### config.mk
export PLATFORM = sky130hd
export DESIGN_NAME = lfsr_period_meter
export DESIGN_NICKNAME = d
export VERILOG_FILES = /design/src/rtl/lfsr_period_meter.sv
export SDC_FILE = /design/constraint.sdc
export NUM_CORES = 1
export LEC_CHECK = 0
export BUFFER_PORTS_ARGS = -buffer_cell sky130_fd_sc_hd__buf_2
export CORE_MARGIN = 5
export CORE_UTILIZATION = 36
export DETAILED_ROUTE_END_ITERATION = 7
export PLACE_DENSITY = 0.65
export REMOVE_ABC_BUFFERS = 1
export SYNTH_ARGS = -nofsm -noshare
export SYNTH_HDL_FRONTEND = slang
export SYNTH_SLANG_ARGS = --single-unit
export TNS_END_PERCENT = 5
### constraint.sdc
create_clock -name clk -period 2.1 [get_ports clk]
set_input_delay 0.315 -clock clk [delete_from_list [all_inputs] [get_ports clk]]
set_output_delay 0.315 -clock clk [all_outputs]
set_load 0.01 [all_outputs]
### src/rtl/lfsr_period_meter.sv
// Measures SEED-to-SEED sample distance while the checker is locked.
module lfsr_period_meter (
  input  logic       clk,
  input  logic       rst_n,
  input  logic       sample,
  input  logic       is_seed,
  input  logic       enable,
  input  logic       clr,
  output logic [8:0] period,
  output logic       period_valid
);

  logic       armed;
  logic [8:0] cnt;

  // Arm on the first seed, count samples, publish the count at the next seed.
  always_ff @(posedge clk or negedge rst_n) begin
    if (!rst_n) begin
      armed        <= 1'b0;
      cnt          <= '0;
      period       <= '0;
      period_valid <= 1'b0;
    end else begin
      period_valid <= 1'b0;
      if (sample) begin
        if (!enable) begin
          armed <= 1'b0;
          cnt   <= '0;
        end else if (is_seed) begin
          armed <= 1'b1;
          cnt   <= 9'd1;
          if (armed) begin
            period       <= cnt;
            period_valid <= 1'b1;
          end
        end else if (armed && (cnt != '1)) begin
          cnt <= cnt + 9'd1;
        end
      end
      if (clr) period <= '0;
    end
  end

endmodule

==> impl_metrics.ini <==
[outcome]
status = finished, final reports clean

[floorplanning]
die_h_um = 60.6
core_mm2 = 0.00245
die_w_um = 60.6
start_util_pct = 37.6
dieArea_mm2 = 0.00367
rows = 18
io_pins = 16

[logic_synthesis]
syn_area_um2 = 922
synth_area_leaders = dfrtp_1 54%, nand2_1 9.0%, a21oi_1 8.7%
seq_area_frac_synth_pct = 54.3
synthDistinctLibCells = 26
yosysWarnings = 0
netlist_top_cells_count = 22 x nand2_1, 20 x dfrtp_1, 16 x a21oi_1, 5 x nor2_1, 4 x nand3_1
ys_async_sr_fraction_pct = 100
synth_edf_count = 0
synth_most_common_cell = nand2_1
syn_inst = 94
yosys.area.top_type = dfrtp_1
synth_top_area_share_pct = 54.3
synth_flop_cell = dfrtp_1
ys_ff_latch = 20
avgSynthCellArea_um2 = 9.81

[clocking]
clk_path_buf_depth = 2
clkLatencyLatePin_ns = 0.30
cts_tree = yes
cts-root-buf = clkbuf_4
cts_buffers = 3
clkTransAtPathRegs_ns = 0.11
cts_resized = 0
cts_sinks = 20
h-tree-depth = 1

[drt]
wl_per_cell_um = 13.7
vias = 759
viasPerCell = 5.38
drc = 0
postRouteAntennaNets = 0
drt_iter0_drc = 17
drtPass1Iterations = 4
routed_wl_mm = 1.93

[worst_setup_path]
r2r-start = cnt[0]$_DFFE_PN0P_
end_kind = flop
crit_fanout = 15
ff2ff_setup_slack_ns = 0.13
crit_path_start_kind = flop
cp.arrival_ns = 2.20
worstSetupPathType = reg -> reg
cp_data_required_time_ns = 2.33
r2r_end = cnt[5]$_DFFE_PN0P_
reg2reg_depth = 7

[min_path]
hold_path_end = period[0]$_DFFE_PN0P_
min_from = clr
min_path_cells = 2
min_path_type = in -> reg

[sta]
tightest_slew_ns = 0.495
rsz0062_at_grt = false
hold_slack_ns = 0.280
finalSetupViolCount = 0
fin_crit_sh_pct = 94.0
tns_ns = 0
hold_violations = 0
period_needed_ns = 1.97
relSlewSlack_pct = 66.9
clock_skew_ns = 0.00207
fmax_ghz = 0.507
drv_slew = 0

[placed_design]
place_inst = 137
portBuffers = 15
place_area_mm2 = 0.00102
dpl.hpwl_mm = 1.40
place_congestion = 0.826

[layout]
utilization_pct = 42.9
drive_above_1_share_pct = 19.8
layout.nets = 121
layout.cells.non_filler = 141
area_growth_syn_to_layout_pct = 14.1
postLayoutCellArea_mm2 = 0.00105
diodes = 0

[global_route]
grt_pass1_vias = 766
grt_pass1_wl_mm = 3.39
grt_usage_pct = 12.3
antenna_found_initial = 0
globalRouteOverflowTotal = 0
grt_start_max_net_pins = 21

[power_and_ir_drop]
power.density_mw_per_mm2 = 605
peakVddDrop_mv = 0.278
leakage_nw = 0.481

[run]
drv_cap = 0
[repair_timing]
action	CTS	global route
setup buffers	0	0
endpoints found under the hold margin	20	0
hold buffers	1	0
[state kept, by name, summed over array words and instances, names as in the netlist]
register,flops
period_valid,1
cnt,9
period,9
armed,1
[metrics by stage]
step,setup slack (ns),power (mW)
2_1_floorplan,0.285,0.434
3_3_place_gp,0.234,0.460
3_5_place_dp,0.167,0.462
4_1_cts,0.129,0.640
5_1_grt,0.00409,0.670
6_report,0.127,0.637
[how the worst max path moves through the flow]
stage / startpoint / to / slack (ns) / cells past startpoint
6_report: cnt[0]$_DFFE_PN0P_ / cnt[5]$_DFFE_PN0P_ / 0.13 / 7
3_3_place_gp: cnt[0]$_DFFE_PN0P_ / cnt[5]$_DFFE_PN0P_ / 0.23 / 7
2_1_floorplan: cnt[0]$_DFFE_PN0P_ / cnt[5]$_DFFE_PN0P_ / 0.29 / 7
5_1_grt: cnt[0]$_DFFE_PN0P_ / cnt[5]$_DFFE_PN0P_ / 0.004 / 7
4_1_cts: cnt[0]$_DFFE_PN0P_ / cnt[5]$_DFFE_PN0P_ / 0.13 / 7
3_5_place_dp: cnt[0]$_DFFE_PN0P_ / cnt[5]$_DFFE_PN0P_ / 0.17 / 7
[area by class of cell]
type	count	area, µm²
Clock buffer	3	22.5
Fill cell	242	1400
Inverter	2	7.51
Multi-Input combinational cell	70	399
Sequential cell	20	500
Tap cell	30	37.5
Timing Repair Buffer	16	85.1
[routing by layer]
metal  vias to the layer above  share of wire, %  track usage [%]  wire (µm)
met2                        18                51             19.7        976
met1                       365                43             14.9        823
li1                        369                 -                -          -
met5                         -                 0                0          0
met4                         0               2.7             7.43         53
met3                         7               3.9             2.98         76
[report_power, final]
group | switching (mW) | leakage, nW | internal (mW)
sequential | 0.0104 | 0.275 | 0.393
clock | 0.114 | 0.0138 | 0.0669
combinational | 0.0355 | 0.193 | 0.0170
[worst max-delay path, cell delays in order, from the launching register on]
cell and delay (ns):
dfrtp_1 0.44, ha_1 0.26, nand3_1 0.09, nor2_1 0.04
ha_1 0.18, nand3b_4 0.23, or4_1 0.51, a21oi_1 0.15
[cell families after synthesis]
kind of cell | share of synthesized area [%]
and+or+nand+nor | 23.7
AOI/OAI and AO/OA | 14.7
DFF | 54.3
buffers and inverters | 2.44
adders and majority gates | 2.71
xor gates and xnor gates | 0.950
muxes | 1.22
[layout by cell type, fill, tap and decap left out, types with 2 or more instances in the layout]
cell type,synthesis,layout
buf_2,0,15
o31ai_1,3,3
dfrtp_1,20,20
or4_1,3,3
nand2_1,22,22
clkbuf_4,0,3
nor2_1,5,5
a21oi_1,16,16
nand3_1,4,4
o21ai_0,2,2
ha_1,2,2
Power figures use the tool's default switching activity.
